[src/rtl/clkout_seq_pkg.sv]
// Shared types and constants for the clock-out PIO sequencer.
// Optional readback build: define CLKOUT_SEQ_READBACK_EN to add the READ state.
package clkout_seq_pkg;

    localparam int unsigned PIO_W  = 2;
    localparam int unsigned ADDR_W = 2;

    // Address of the PIO data register.
    localparam logic [ADDR_W-1:0] PIO_DATA_ADDR = 2'd0;

    localparam logic PHASE_A = 1'b0;
    localparam logic PHASE_B = 1'b1;

    typedef enum logic [2:0] {
        IDLE  = 3'd0,
        WRITE = 3'd1,
        WAIT  = 3'd2,
        PARK  = 3'd3,
        DONE  = 3'd4
`ifdef CLKOUT_SEQ_READBACK_EN
        ,
        READ  = 3'd5
`endif
    } state_e;

    // Pattern driven for the given phase.
    function automatic logic [PIO_W-1:0] phase_pattern(
        input logic             phase,
        input logic [PIO_W-1:0] pat_a,
        input logic [PIO_W-1:0] pat_b
    );
        return (phase == PHASE_B) ? pat_b : pat_a;
    endfunction

endpackage : clkout_seq_pkg

[src/rtl/clkout_seq_timer.sv]
// Loadable down-counter with a registered zero flag; used for the inter-write wait.
module clkout_seq_timer #(
    parameter int unsigned CNT_W = 16
) (
    input  logic             clk,
    input  logic             reset,
    input  logic             load_i,
    input  logic [CNT_W-1:0] load_val_i,
    input  logic             dec_i,
    output logic             zero_o
);

    logic [CNT_W-1:0] count_q;
    logic [CNT_W-1:0] count_d;
    logic             zero_q;

    // Load has priority; decrement saturates at zero.
    always_comb begin
        count_d = count_q;
        if (load_i) begin
            count_d = load_val_i;
        end else if (dec_i && (count_q != '0)) begin
            count_d = count_q - CNT_W'(1);
        end
    end

    // Counter and zero flag registers.
    always_ff @(posedge clk or posedge reset) begin
        if (reset) begin
            count_q <= '0;
            zero_q  <= 1'b1;
        end else begin
            count_q <= count_d;
            zero_q  <= (count_d == '0);
        end
    end

    assign zero_o = zero_q;

endmodule : clkout_seq_timer

[src/rtl/clkout_seq_ctrl.sv]
// Clock-out sequencer: alternates two patterns on a 2-bit PIO via Avalon-MM writes,
// then parks the PIO at IDLE_PATTERN. Define CLKOUT_SEQ_READBACK_EN to read back
// every write and flag mismatches on err.
module clkout_seq_ctrl
    import clkout_seq_pkg::*;
#(
    parameter logic [PIO_W-1:0] IDLE_PATTERN = 2'b00,
    parameter int unsigned      CNT_W        = 16
) (
    input  logic              clk,
    input  logic              reset,
    input  logic              cmd_valid,
    output logic              cmd_ready,
    input  logic [PIO_W-1:0]  cmd_pattern_a,
    input  logic [PIO_W-1:0]  cmd_pattern_b,
    input  logic [CNT_W-1:0]  cmd_half_period,
    input  logic [CNT_W-1:0]  cmd_toggles,
    input  logic              abort,
    output logic              busy,
    output logic              done,
    output logic [ADDR_W-1:0] pio_address,
    output logic              pio_chipselect,
    output logic              pio_write_n,
    output logic [PIO_W-1:0]  pio_writedata,
    input  logic [PIO_W-1:0]  pio_readdata
`ifdef CLKOUT_SEQ_READBACK_EN
    ,
    output logic              err
`endif
);

    state_e           state_q, state_d;
    logic             phase_q, phase_d;
    logic [PIO_W-1:0] pat_a_q, pat_a_d;
    logic [PIO_W-1:0] pat_b_q, pat_b_d;
    logic [CNT_W-1:0] half_q, half_d;
    logic [CNT_W-1:0] rem_q, rem_d;

    logic             cmd_ready_q, cmd_ready_d;
    logic             busy_q, busy_d;
    logic             done_q, done_d;
    logic             pio_cs_q, pio_cs_d;
    logic             pio_we_n_q, pio_we_n_d;
    logic [PIO_W-1:0] pio_wdata_q, pio_wdata_d;

    logic             timer_load;
    logic             timer_dec;
    logic             timer_zero;
    logic [CNT_W-1:0] wait_len;

`ifdef CLKOUT_SEQ_READBACK_EN
    logic             err_q, err_d;
    logic             parking_q, parking_d;
    logic             is_read_d;
`else
    logic             unused_readdata;
    assign unused_readdata = ^pio_readdata;
`endif

    // A half period of 0 waits one cycle; the timer counts down to zero inclusive.
    assign wait_len = (half_q == '0) ? '0 : (half_q - CNT_W'(1));

    // Wait-count timer, reloaded on every pattern write.
    clkout_seq_timer #(
        .CNT_W (CNT_W)
    ) u_timer (
        .clk        (clk),
        .reset      (reset),
        .load_i     (timer_load),
        .load_val_i (wait_len),
        .dec_i      (timer_dec),
        .zero_o     (timer_zero)
    );

    // Next-state, datapath and next-output logic.
    always_comb begin
        state_d    = state_q;
        phase_d    = phase_q;
        pat_a_d    = pat_a_q;
        pat_b_d    = pat_b_q;
        half_d     = half_q;
        rem_d      = rem_q;
        timer_load = 1'b0;
        timer_dec  = 1'b0;
`ifdef CLKOUT_SEQ_READBACK_EN
        err_d      = err_q;
        parking_d  = parking_q;
`endif

        case (state_q)
            IDLE: begin
                // abort is ignored here; a command is accepted regardless.
                if (cmd_valid) begin
                    pat_a_d = cmd_pattern_a;
                    pat_b_d = cmd_pattern_b;
                    half_d  = cmd_half_period;
                    rem_d   = cmd_toggles;
                    phase_d = PHASE_A;
                    state_d = (cmd_toggles == '0) ? PARK : WRITE;
`ifdef CLKOUT_SEQ_READBACK_EN
                    err_d   = 1'b0;
`endif
                end
            end

            WRITE: begin
                rem_d      = (rem_q == '0) ? '0 : (rem_q - CNT_W'(1));
                timer_load = 1'b1;
                if (abort) begin
                    state_d = PARK;
                end else begin
`ifdef CLKOUT_SEQ_READBACK_EN
                    state_d   = READ;
                    parking_d = 1'b0;
`else
                    state_d = WAIT;
`endif
                end
            end

            WAIT: begin
                if (abort) begin
                    state_d = PARK;
                end else if (timer_zero) begin
                    phase_d = ~phase_q;
                    state_d = (rem_q != '0) ? WRITE : PARK;
                end else begin
                    timer_dec = 1'b1;
                end
            end

            PARK: begin
`ifdef CLKOUT_SEQ_READBACK_EN
                state_d   = READ;
                parking_d = 1'b1;
`else
                state_d = DONE;
`endif
            end

`ifdef CLKOUT_SEQ_READBACK_EN
            READ: begin
                if (pio_readdata != pio_wdata_q) begin
                    err_d = 1'b1;
                end
                // The readback of the park write always completes; re-parking would loop.
                if (parking_q) begin
                    state_d = DONE;
                end else if (abort) begin
                    state_d = PARK;
                end else begin
                    state_d = WAIT;
                end
            end
`endif

            DONE: begin
                state_d = IDLE;
            end

            default: begin
                state_d = IDLE;
            end
        endcase

        // Outputs are registered, so they are decoded from the next state.
`ifdef CLKOUT_SEQ_READBACK_EN
        is_read_d = (state_d == READ);
`endif
        cmd_ready_d = (state_d == IDLE);
        busy_d      = (state_d != IDLE);
        done_d      = (state_d == DONE);
        pio_we_n_d  = !((state_d == WRITE) || (state_d == PARK));
`ifdef CLKOUT_SEQ_READBACK_EN
        pio_cs_d    = !pio_we_n_d || is_read_d;
`else
        pio_cs_d    = !pio_we_n_d;
`endif
        pio_wdata_d = pio_wdata_q;
        if (state_d == WRITE) begin
            pio_wdata_d = phase_pattern(phase_d, pat_a_d, pat_b_d);
        end else if (state_d == PARK) begin
            pio_wdata_d = IDLE_PATTERN;
        end
    end

    // State and command registers.
    always_ff @(posedge clk or posedge reset) begin
        if (reset) begin
            state_q   <= IDLE;
            phase_q   <= PHASE_A;
            pat_a_q   <= '0;
            pat_b_q   <= '0;
            half_q    <= '0;
            rem_q     <= '0;
`ifdef CLKOUT_SEQ_READBACK_EN
            err_q     <= 1'b0;
            parking_q <= 1'b0;
`endif
        end else begin
            state_q   <= state_d;
            phase_q   <= phase_d;
            pat_a_q   <= pat_a_d;
            pat_b_q   <= pat_b_d;
            half_q    <= half_d;
            rem_q     <= rem_d;
`ifdef CLKOUT_SEQ_READBACK_EN
            err_q     <= err_d;
            parking_q <= parking_d;
`endif
        end
    end

    // Output registers.
    always_ff @(posedge clk or posedge reset) begin
        if (reset) begin
            cmd_ready_q <= 1'b1;
            busy_q      <= 1'b0;
            done_q      <= 1'b0;
            pio_cs_q    <= 1'b0;
            pio_we_n_q  <= 1'b1;
            pio_wdata_q <= '0;
        end else begin
            cmd_ready_q <= cmd_ready_d;
            busy_q      <= busy_d;
            done_q      <= done_d;
            pio_cs_q    <= pio_cs_d;
            pio_we_n_q  <= pio_we_n_d;
            pio_wdata_q <= pio_wdata_d;
        end
    end

    assign cmd_ready      = cmd_ready_q;
    assign busy           = busy_q;
    assign done           = done_q;
    assign pio_address    = PIO_DATA_ADDR;
    assign pio_chipselect = pio_cs_q;
    assign pio_write_n    = pio_we_n_q;
    assign pio_writedata  = pio_wdata_q;
`ifdef CLKOUT_SEQ_READBACK_EN
    assign err            = err_q;
`endif

endmodule : clkout_seq_ctrl
[config.mk]
export PLATFORM = sky130hd
export DESIGN_NAME = clkout_seq_ctrl
export DESIGN_NICKNAME = d
export VERILOG_FILES = /design/src/rtl/clkout_seq_pkg.sv /design/src/rtl/clkout_seq_timer.sv /design/src/rtl/clkout_seq_ctrl.sv
export SDC_FILE = /design/constraint.sdc
export NUM_CORES = 1
export LEC_CHECK = 0
export ABC_AREA = 0
export CORE_MARGIN = 3
export CORE_UTILIZATION = 55
export CTS_CLUSTER_SIZE = 8
export DETAILED_ROUTE_END_ITERATION = 10
export GPL_TIMING_DRIVEN = 1
export HOLD_SLACK_MARGIN = 0.02
export PLACE_DENSITY = 0.8
export SLEW_MARGIN = 10
export SYNTH_ARGS = -nofsm -noshare
export SYNTH_HDL_FRONTEND = slang
export SYNTH_HIERARCHICAL = 1
export SYNTH_SLANG_ARGS = --single-unit
[constraint.sdc]
create_clock -name clk -period 4.25 [get_ports clk]
set_input_delay 0.85 -clock clk [delete_from_list [all_inputs] [get_ports clk]]
set_output_delay 0.85 -clock clk [all_outputs]
set_load 0.05 [all_outputs]
==> flow_metrics.py <==
metrics = {
    "status": {
        "run_status": "finished, final reports clean",
    },
    "cells_and_area": {
        "layout.nets": 523,
        "final_area_um2": 4480,
        "final_layout_size_suffix_gt1_frac": 0.0915,
        "antenna-diode-count": 0,
        "final_core_util": 0.694,
        "layout.area.seq_um2": 1610,
        "fillers": 519,
        "multi_input_comb_area_um2": 1970,
        "syn2layout_area_growth_pct": 20.4,
    },
    "routing": {
        "antenna_violating_nets_post_route": 0,
        "drt_drc_violations_left": 0,
        "drt-vias-per-instance": 6.23,
        "wl_mm": 9.18,
        "first_iter_violations": 239,
        "drt-wirelength-per-cell_um": 16.5,
        "drt_pre_antenna_iters": 5,
        "vias": 3475,
    },
    "timing": {
        "post_route_clock_period_utilization": 0.937,
        "slew-limit-headroom": 0.361,
        "fin_worst_skew_ps": 9.41,
        "holdWs_ps": 478,
        "fin_setup_tns_ps": 0,
        "achievable-frequency_ghz": 0.251,
        "final_min_period_ps": 3980,
        "finalHoldViolCount": 0,
        "grt_setup_unrepaired": "no",
        "finalSetupViolCount": 0,
        "transition_at_the_pin_with_the_smallest_max_transition_slack_ps": 957,
        "maxSlewViolCount": 0,
    },
    "placed_design": {
        "place_hpwl_mm": 6.45,
        "gp_weighted_congestion": 0.939,
        "placed_cell_area_um2": 4260,
        "io_buffer_count": 46,
    },
    "synth": {
        "postSynth.topFlopCell": "sky130_fd_sc_hd__dfrtp_1",
        "synth_enable_flop_cells": 0,
        "synth_cells": 431,
        "async_flop_share": 1.00,
        "proportion_of_synthesized_chip_area_in_sequential_cells": 0.432,
        "netlist-cell-type-count": 59,
        "syn_area_um2": 3720,
        "yosys_warnings": 6,
        "postSynthRegisterBits": 64,
        "syn-mean-instance-area_um2": 8.63,
    },
    "global_route": {
        "antenna_found_initial": 0,
        "number_of_global_route_vias_before_repair": 3253,
        "grt_pass1_wl_mm": 15.3,
        "pin_count_of_the_biggest_net_entering_global_routing": 48,
        "globalRoute.totalOverflow": 0,
        "global_route.usage.total": 0.249,
    },
    "clocking": {
        "clock_latency_ps": 340,
        "cts_tree": "yes",
        "cts_setup_buffers": 0,
        "tritoncts.num_buffers": 9,
        "cts_hold_repair.buffers": 0,
        "ctsHtreeMaxLevel": 3,
        "cts_root_buf": "sky130_fd_sc_hd__clkbuf_8",
        "clkTransAtPathRegs_ps": 70,
        "ctsLongestPathBuffers": 2,
        "clock_sinks": 64,
        "postCtsResizedCells": 0,
    },
    "floorplan": {
        "num_rows": 29,
        "chipHeight_um": 88.2,
        "floorplan.die_area_um2": 7790,
        "top_level_ports": 51,
        "chipWidth_um": 88.2,
        "floorplan.initialDensity": 0.576,
        "fp.coreArea_um2": 6460,
    },
    "pwr": {
        "power_leakage_uw": 0.00194,
        "power.ir.vdd_worst_v": 0.000375,
        "power-per-cell-area_nw_per_um2": 754,
        "post-layout-total-power_uw": 3380,
    },
    "worst_setup_path": {
        "worst-r2r-setup-slack_ps": 580,
        "r2r_path_start": "state_q[0]",
        "setup.worst_path.class": "primary input to flip-flop",
        "setup.worst_path.start_class": "primary input",
        "reg2regPathDepth": 10,
        "critical_path.endpoint_type": "flip-flop",
        "rr_endpoint": "u_timer/zero_o",
        "crit_arrival_ps": 4240,
        "worst-path-max-fanout": 6,
        "required_ps": 4510,
    },
    "min_path": {
        "min_path_cells": 2,
        "holdPathEnd": "pio_writedata[0]",
        "holdCritStartpoint": "pio_writedata[0]",
        "hold_class": "flip-flop to flip-flop",
    },
    "job": {
        "max_cap_viol_count": 0,
    },
}
## how the worst max path moves through the flow
stage	startpoint	endpoint	slack, ps	cells after the start
3_5_place_dp	abort	u_timer/zero_o	-40	9
4_1_cts	abort	u_timer/zero_o	290	10
2_1_floorplan	abort	u_timer/zero_o	340	8
5_1_grt	abort	u_timer/zero_o	160	10
6_report	abort	u_timer/zero_o	270	10
3_3_place_gp	abort	u_timer/zero_o	-40	9
## routing by layer
layer	up-vias	share of wire	routed length, um	GRT usage
li1	1635	-	-	-
met1	1657	0.44	4080	0.348
met2	165	0.46	4250	0.378
met3	18	0.078	713	0.0670
met4	0	0.015	140	0.0810
met5	-	0	0	0
## Yosys cell counts, drive strengths merged, types with 2 or more instances
cell / number / area share
a32oi: 2 / 0.0047
clkbuf: 17 / 0.017
a21oi: 12 / 0.016
mux2: 4 / 0.012
nor4: 22 / 0.039
nor3: 10 / 0.015
nor4b: 2 / 0.0047
xnor2: 10 / 0.024
mux2i: 3 / 0.0081
dfrtp: 61 / 0.41
xor2: 6 / 0.014
nand4: 3 / 0.0050
o31a: 9 / 0.022
or4: 10 / 0.022
o21a: 2 / 0.0040
a21o: 7 / 0.014
ha: 5 / 0.017
or4b: 4 / 0.011
inv: 17 / 0.017
o311ai: 6 / 0.014
o31ai: 7 / 0.014
dfstp: 3 / 0.021
buf: 4 / 0.0074
and3: 2 / 0.0034
nand3: 6 / 0.0081
o22ai: 2 / 0.0034
o21ai: 21 / 0.028
or2: 2 / 0.0034
and4: 2 / 0.0047
or3: 11 / 0.022
or3b: 2 / 0.0047
o221ai: 2 / 0.0047
nand2: 91 / 0.092
nor2: 35 / 0.035
a22oi: 5 / 0.010
nand3b: 4 / 0.0081
nand2b: 8 / 0.013
## sequential cells by signal, summed over array words and instances (netlist names)
name,flops
half_q,16
rem_q,16
u_timer/count_q,16
state_q,3
pat_a_q,2
pat_b_q,2
pio_writedata,2
busy,1
cmd_ready,1
done,1
phase_q,1
pio_chipselect,1
pio_write_n,1
u_timer/zero_o,1
## cell usage in the layout (no fill, tap or decap), types with 3 or more instances in the layout
master,instances
sky130_fd_sc_hd__clkdlybuf4s50_1,46
sky130_fd_sc_hd__nand3_1,6
sky130_fd_sc_hd__nand2b_1,8
sky130_fd_sc_hd__clkbuf_8,11
sky130_fd_sc_hd__nand3b_1,4
sky130_fd_sc_hd__o31ai_1,7
sky130_fd_sc_hd__nor4_1,21
sky130_fd_sc_hd__xor2_1,6
sky130_fd_sc_hd__a21oi_1,12
sky130_fd_sc_hd__o311ai_0,5
sky130_fd_sc_hd__mux2i_1,3
sky130_fd_sc_hd__xnor2_1,10
sky130_fd_sc_hd__buf_4,8
sky130_fd_sc_hd__a21o_1,7
sky130_fd_sc_hd__nand2_1,91
sky130_fd_sc_hd__nor2_1,35
sky130_fd_sc_hd__dfstp_2,3
sky130_fd_sc_hd__ha_1,5
sky130_fd_sc_hd__or4_1,8
sky130_fd_sc_hd__inv_1,16
sky130_fd_sc_hd__o21ai_0,21
sky130_fd_sc_hd__nand4_1,3
sky130_fd_sc_hd__dfrtp_1,61
sky130_fd_sc_hd__a22oi_1,5
sky130_fd_sc_hd__or4b_1,3
sky130_fd_sc_hd__o31a_1,8
sky130_fd_sc_hd__mux2_2,4
sky130_fd_sc_hd__or3_1,8
sky130_fd_sc_hd__nor3_1,9
## critical path, stage by stage
cell and delay, ps:
sky130_fd_sc_hd__clkdlybuf4s50_1 460, sky130_fd_sc_hd__nor4_1 390, sky130_fd_sc_hd__or4b_1 520, sky130_fd_sc_hd__buf_4 160, sky130_fd_sc_hd__or2_1 290, sky130_fd_sc_hd__o31a_1 270, sky130_fd_sc_hd__o31a_1 310, sky130_fd_sc_hd__nor4_1 250
sky130_fd_sc_hd__or4b_1 490, sky130_fd_sc_hd__nor4_2 250
## kinds of logic after synthesis
group | count (synthesis) | share of synthesized area
AOI/OAI and AO/OA | 84 | 0.157
xor gates and xnor gates | 16 | 0.0377
adders and majority gates | 5 | 0.0168
buffers and inverters | 38 | 0.0417
DFF | 64 | 0.432
muxes | 7 | 0.0202
other | 1 | 0.00101
and+or+nand+nor | 216 | 0.294
## report_power, final
part	switching (uW)	internal, uW
Sequential	316	900
Combinational	933	636
Clock	231	362
## through the flow
stage | std cells | setup slack (ps)
global placement | 542 | -44.0
CTS | 558 | 291
floorplan | 432 | 337
finish | 558 | 267
detailed placement | 542 | -43.8
global route | 558 | 161
## final cells by class
type / count / share of cell area
multi-input combinational: 330 / 0.440
clock buffer: 13 / 0.0355
clock inverter: 3 / 0.0145
inverter: 17 / 0.0142
tap: 77 / 0.0215
sequential: 64 / 0.358
timing repair buffer: 54 / 0.116
No activity file was read; power rests on OpenSTA's default activity.
==> patch 1, RTL diff (same settings) <==
Set the package constant `ADDR_W` to 1 (it was 2).
--- a/src/rtl/clkout_seq_pkg.sv
+++ b/src/rtl/clkout_seq_pkg.sv
@@ -4,5 +4,5 @@
 
     localparam int unsigned PIO_W  = 2;
-    localparam int unsigned ADDR_W = 2;
+    localparam int unsigned ADDR_W = 1;
 
     // Address of the PIO data register.
Interface: changed (resized pio_address); port bits go from 51 to 50. No check against the original RTL was run, so the function may have changed too.
==> patch 1 against the unedited design <==
  * Routed wire length fell by 3.9%
  * Total power fell by 2.5%
  * Synthesized area fell by 0.20%
  * Global-route usage fell by 0.54 points
  * Cell count fell by 0.18%
  * Largest cell class unchanged
  * Final area fell by 0.47%
  * Die area fell by 0.19%
  * Register-to-register slack improved by 0.03 ns
  * Largest power group unchanged
  * Sequential cell count did not move
  * Highest routed layer unchanged
  * Worst setup slack improved by 0.024 ns
==> patch 1: results (changes against the unedited design) <==
| Metric | Value |
|---|---|
| Sequential cell area fraction in the yosys report | 43.2% (+0.087 points) |
| Cells after Synth | 430 (-0.23%) |
| Skew final | 0.00564 ns (-0.00377 ns) |
| Crit-path max FO | 4 (-2) |
| Clock Latency Late Sink | 0.34 ns (about the same) |
| Avg Vias per Cell | 6.14 (-1.4%) |
| Slowest-stage cell, CP | or4b_1 |
| Syn Nets | 477 |
| Top cells by area, synth | dfrtp_1 (41%), nand2_1 (9.2%), nor2_1 (3.5%), nor4_1 (3.5%), o21ai_0 (2.8%) |
| Vias in the first global route | 3133 (-3.7%) |
| Dpl ws | -0.0684 ns (-0.0246 ns) |
| DP HPWL | 6.25 mm (-3.0%) |
| Final Net Count | 522 (-0.19%) |
| Post-Place Cell Area | 4250 um2 (about the same) |
| Drt wl/cell | 15.8 um (-3.8%) |
| Fraction of layout cells with a size suffix above 1 | 9.58% (+0.44 points) |
| Worst VDD drop | 0.000360 V (-4.0%) |
| Starting DRC count in detailed routing | 178 (-26%) |
| DRT Wirelength | 8.82 mm (-3.9%) |
| Largest stage delay on the critical path | 0.51 ns |
| Worst Path Arrival | 4.22 ns (-0.02 ns) |
| Worst-case clock buffer depth | 2 (unchanged) |
| Largest regs | half_q (16), rem_q (16), u_timer/count_q (16) |
| IO Port Bufs | 46 (unchanged) |
| Asr flop ratio synth | 100% (unchanged) |
| Pin slew with the least headroom to its limit | 0.969 ns (+0.0122 ns) |
| Top_reg_cell synth | dfrtp_1 |
| Gpl congestion | 0.938 (about the same) |
| Outcome | finished clean |
| Worst hold path class | flop to flop |
| GRT Util Overall | 24.3% (-0.54 points) |
| Placed cell count | 541 (-0.18%) |
| Clock Pin Slew Worst Setup and Hold Paths | 0.07 ns (about the same) |
| H-tree depth | 3 (unchanged) |
| P_leak | 1.92 nW (-0.80%) |
| First-pass GRT wire length | 14.9 mm (-2.4%) |
| Largest net degree at the start of global routing | 48 (unchanged) |
-- patch 1: cell type report --
class	count	area, um2
clock buffers	11	151
fillers	521	2000
inverters	17	63.8
multi-input cells	329	1970
repair buffers	54	520
well taps	77	96.3
flip-flops and latches	64	1610
clock inverters	5	55.1
-- patch 1: kinds of logic after synthesis --
kind of cell	Yosys count	synth area share, %
adders and majority gates	5	1.69
other	1	0.101
buffers and inverters	37	3.98
muxes	7	2.02
AOI/OAI and AO/OA	84	15.7
DFF	64	43.2
xor gates and xnor gates	16	3.77
and+or+nand+nor	216	29.5
-- patch 1: routing by layer --
layer	vias up	GRT usage (%)	wire, um
met4	0	6.18	111
met2	126	38.3	4130
met1	1645	34.9	4010
met5	-	0	0
li1	1637	-	-
met3	13	4.70	566
-- patch 1: through the flow --
| stage | hold slack [ns] | TNS (ns) |
|---|---|---|
| 2_1_floorplan | 0.440 | 0 |
| 3_3_place_gp | 0.456 | -0.0546 |
| 3_5_place_dp | 0.467 | -0.0684 |
| 4_1_cts | 0.485 | 0 |
| 5_1_grt | 0.505 | 0 |
| 6_report | 0.480 | 0 |
-- patch 1: final timing paths --
kind,from,to,slack [ns],cells after the start
max,abort,u_timer/zero_o,0.29,9
min,pio_writedata[0],pio_writedata[0],0.48,2
max reg2reg,half_q[8],u_timer/zero_o,0.61,10
min reg2reg,pio_writedata[0],pio_writedata[0],0.48,2
max in group asynchronous,reset,half_q[3],2.56,2
min in group asynchronous,reset,u_timer/count_q[11],0.94,2
-- patch 1: power by group --
group          internal (mW)  switching, mW
clock network          0.301          0.240
logic                  0.635          0.911
registers              0.900          0.308
-- patch 1: worst max-delay path: cells and delay by family --
family / cells / cell delay (ns)
AO/OA/AOI/OAI: 2 / 0.61
buffers and inverters: 1 / 0.46
AND/OR/NAND/NOR: 6 / 2.30
==> patch 2, RTL diff (same settings) <==
Made on the original files. Re-encode `state_e` (5 states) as one-hot, 5 bits wide.
--- a/src/rtl/clkout_seq_pkg.sv
+++ b/src/rtl/clkout_seq_pkg.sv
@@ -12,10 +12,10 @@
     localparam logic PHASE_B = 1'b1;
 
-    typedef enum logic [2:0] {
-        IDLE  = 3'd0,
-        WRITE = 3'd1,
-        WAIT  = 3'd2,
-        PARK  = 3'd3,
-        DONE  = 3'd4
+    typedef enum logic [4:0] {
+        IDLE  = 5'b00001,
+        WRITE = 5'b00010,
+        WAIT  = 5'b00100,
+        PARK  = 5'b01000,
+        DONE  = 5'b10000
 `ifdef CLKOUT_SEQ_READBACK_EN
         ,
Check against the original RTL: no difference found for any inputs over 10 cycles, from zero or initial values and one cycle with reset high; not proved beyond that.
==> patch 2 against the unedited design <==
  * Synthesized area grew 2.4%
  * Count of clock-buffer cells in the layout unchanged
  * Worst hold slack improved by 0.023 ns
  * Core utilization rose by 0.21 points
  * Register-to-register slack worse by 0.20 ns
  * Global-route usage increased by 0.67 points
  * Routed wire length fell by 0.35%
  * Worst setup slack lost 0.039 ns
  * Final area rose by 1.4%
  * Total power shrank 7.6%
  * Sequential cell count up 2
  * First-iteration DRC count increased by 11%
  * Clock power decreased by 6.9%
  * Critical path type unchanged
  * Largest power group unchanged
==> patch 2: results (changes against the unedited design) <==
| Metric | Value |
|---|---|
| Outcome | finished clean |
| Worst Path Arrival | 4.28 ns (+0.04 ns) |
| Post-synthesis xor/xnor area fraction | 3.91% (+0.14 points) |
| Gpl congestion | 0.895 (-4.7%) |
| Relative slew slack | 32.1% (-4.0 points) |
| DRC errors left | 0 (unchanged) |
| Post CTS Setup Buffer Count | 0 (unchanged) |
| Skew final | 0.00643 ns (-0.00298 ns) |
| Synth Area in Compound Gates | 13.8% (-1.9 points) |
| Via count | 3330 (-4.2%) |
| N_diodes | 0 (unchanged) |
| Post-cts resize count | 0 (unchanged) |
| IO Port Bufs | 46 (unchanged) |
| Initial antenna violation count | 0 (unchanged) |
| Met2 Routed Length | 4.31 mm (+1.4%) |
| Mux cell area share after synthesis | 3.81% (+1.8 points) |
| Clock Latency Late Sink | 0.34 ns (about the same) |
| Largest regs | half_q (16), rem_q (16), u_timer/count_q (16) |
| H-tree depth | 3 (unchanged) |
| Sequential cell area fraction in the yosys report | 43.5% (+0.35 points) |
| Placed cell count | 530 (-2.2%) |
| Final Net Count | 511 (-2.3%) |
| First-pass GRT wire length | 15.7 mm (+3.2%) |
| Post-synth cell types | 57 (-3.4%) |
| Clock Pin Slew Worst Setup and Hold Paths | 0.07 ns (about the same) |
| Avg Vias per Cell | 6.11 (-1.9%) |
| GRT Util Overall | 25.6% (+0.67 points) |
| Post-Place Cell Area | 4330 um2 (+1.8%) |
| Fraction of layout cells with a size suffix above 1 | 11.3% (+2.2 points) |
| Synth cell count leaders | nand2_1 (75), dfrtp_1 (62), nor2_1 (30) |
| M1 WL | 4.03 mm (-1.1%) |
| Largest net degree at the start of global routing | 50 (+4.2%) |
| P_leak | 1.91 nW (-1.5%) |
| Root Driver | clkbuf_8 |
| TritonCTS Buffers | 9 (unchanged) |
| FILL cells | 493 (-5.0%) |
| Pre-Repair DR Iteration Count | 5 (unchanged) |
| Asr flop ratio synth | 100% (unchanged) |
| Starting DRC count in detailed routing | 265 (+11%) |
| Top layer in use | met4 |
| Top cells by area, synth | dfrtp_1 (41%), nand2_1 (7.4%), o21ai_0 (3.7%), xnor2_1 (3.0%), nor2_1 (3.0%) |
| DP HPWL | 6.65 mm (+3.1%) |
| DRT Wirelength | 9.15 mm (-0.35%) |
| Worst hold path class | flop to flop |
| Worst-case clock buffer depth | 2 (unchanged) |
| Worst VDD drop | 0.000446 V (+19%) |
| Crit-path max FO | 4 (-2) |
| Syn avg cell area | 9.17 um2 (+6.3%) |
| Synth Warn # | 6 (unchanged) |
| Met3 Wirelength | 557 um (-22%) |
| Post-synthesis adder-cell area fraction | 1.64% (-0.039 points) |
[patch 2: changes by cell type in the layout (fill, tap and decap cells not counted), moves of 5 or more]
cell | unedited run | this run
a22oi_1 | 5 | 0
o311ai_0 | 5 | 0
o21ai_0 | 21 | 28
nor3_1 | 9 | 16
nand2_1 | 91 | 75
a221o_1 | 1 | 9
nor2_1 | 35 | 30
[patch 2: cells by family (layout without fill, tap and decap cells)]
logic type                 after synthesis  in the layout
xor gates and xnor gates                17             17
adders and majority gates                5              5
muxes                                   13             13
and+or+nand+nor                        206            206
other                                    1              2
AOI/OAI and AO/OA                       76             76
DFF                                     66             66
buffers and inverters                   31             83
[patch 2: cell type report]
class                           instances  share of cell area, %
Timing Repair Buffer                   54                   11.5
Clock inverter                          2                  0.771
Clock buffer                           13                   3.72
Sequential cell                        66                   36.5
Inverter                               14                   1.16
Tap cell                               77                   2.12
Multi-Input combinational cell        319                   44.3
[patch 2: metrics by stage]
step	util [%]	setup WS (ns)	power, mW
after floorplan	-	0.262	2.18
after global placement	66.3	-0.106	2.49
after detailed placement	66.3	-0.141	2.55
after CTS	69.5	0.199	3.12
after global routing	69.6	0.0551	3.35
final	69.6	0.228	3.12
[patch 2: power breakdown]
group	leakage, nW	internal [mW]	total, mW	switching [mW]
clock network	0.106	0.315	0.552	0.236
registers	0.812	0.917	1.24	0.323
logic	0.993	0.593	1.33	0.737
[patch 2: per-layer routing]
metal	GRT usage (%)	up-vias
li1	-	1592
met2	39.7	116
met5	0	-
met3	4.98	26
met4	11.8	0
met1	34.7	1596
[patch 2: critical path: stages]
cell	delay (ns)
clkdlybuf4s50_1	0.47
nor4_2	0.30
or4b_1	0.53
or4_4	0.44
o31a_1	0.29
o31a_1	0.30
nor4_1	0.35
or4b_1	0.49
nor4_2	0.26
[patch 2: final timing paths]
kind	startpoint	slack, ns	to	depth (start not counted)
setup / recovery	abort	0.23	u_timer/zero_o	9
hold / removal	pat_b_q[1]	0.50	pat_b_q[1]	1
setup reg to reg	state_q[3]	0.38	u_timer/zero_o	9
hold reg to reg	pat_b_q[1]	0.50	pat_b_q[1]	1
max in group asynchronous	reset	2.51	half_q[9]	2
min in group asynchronous	reset	0.94	u_timer/count_q[15]	2
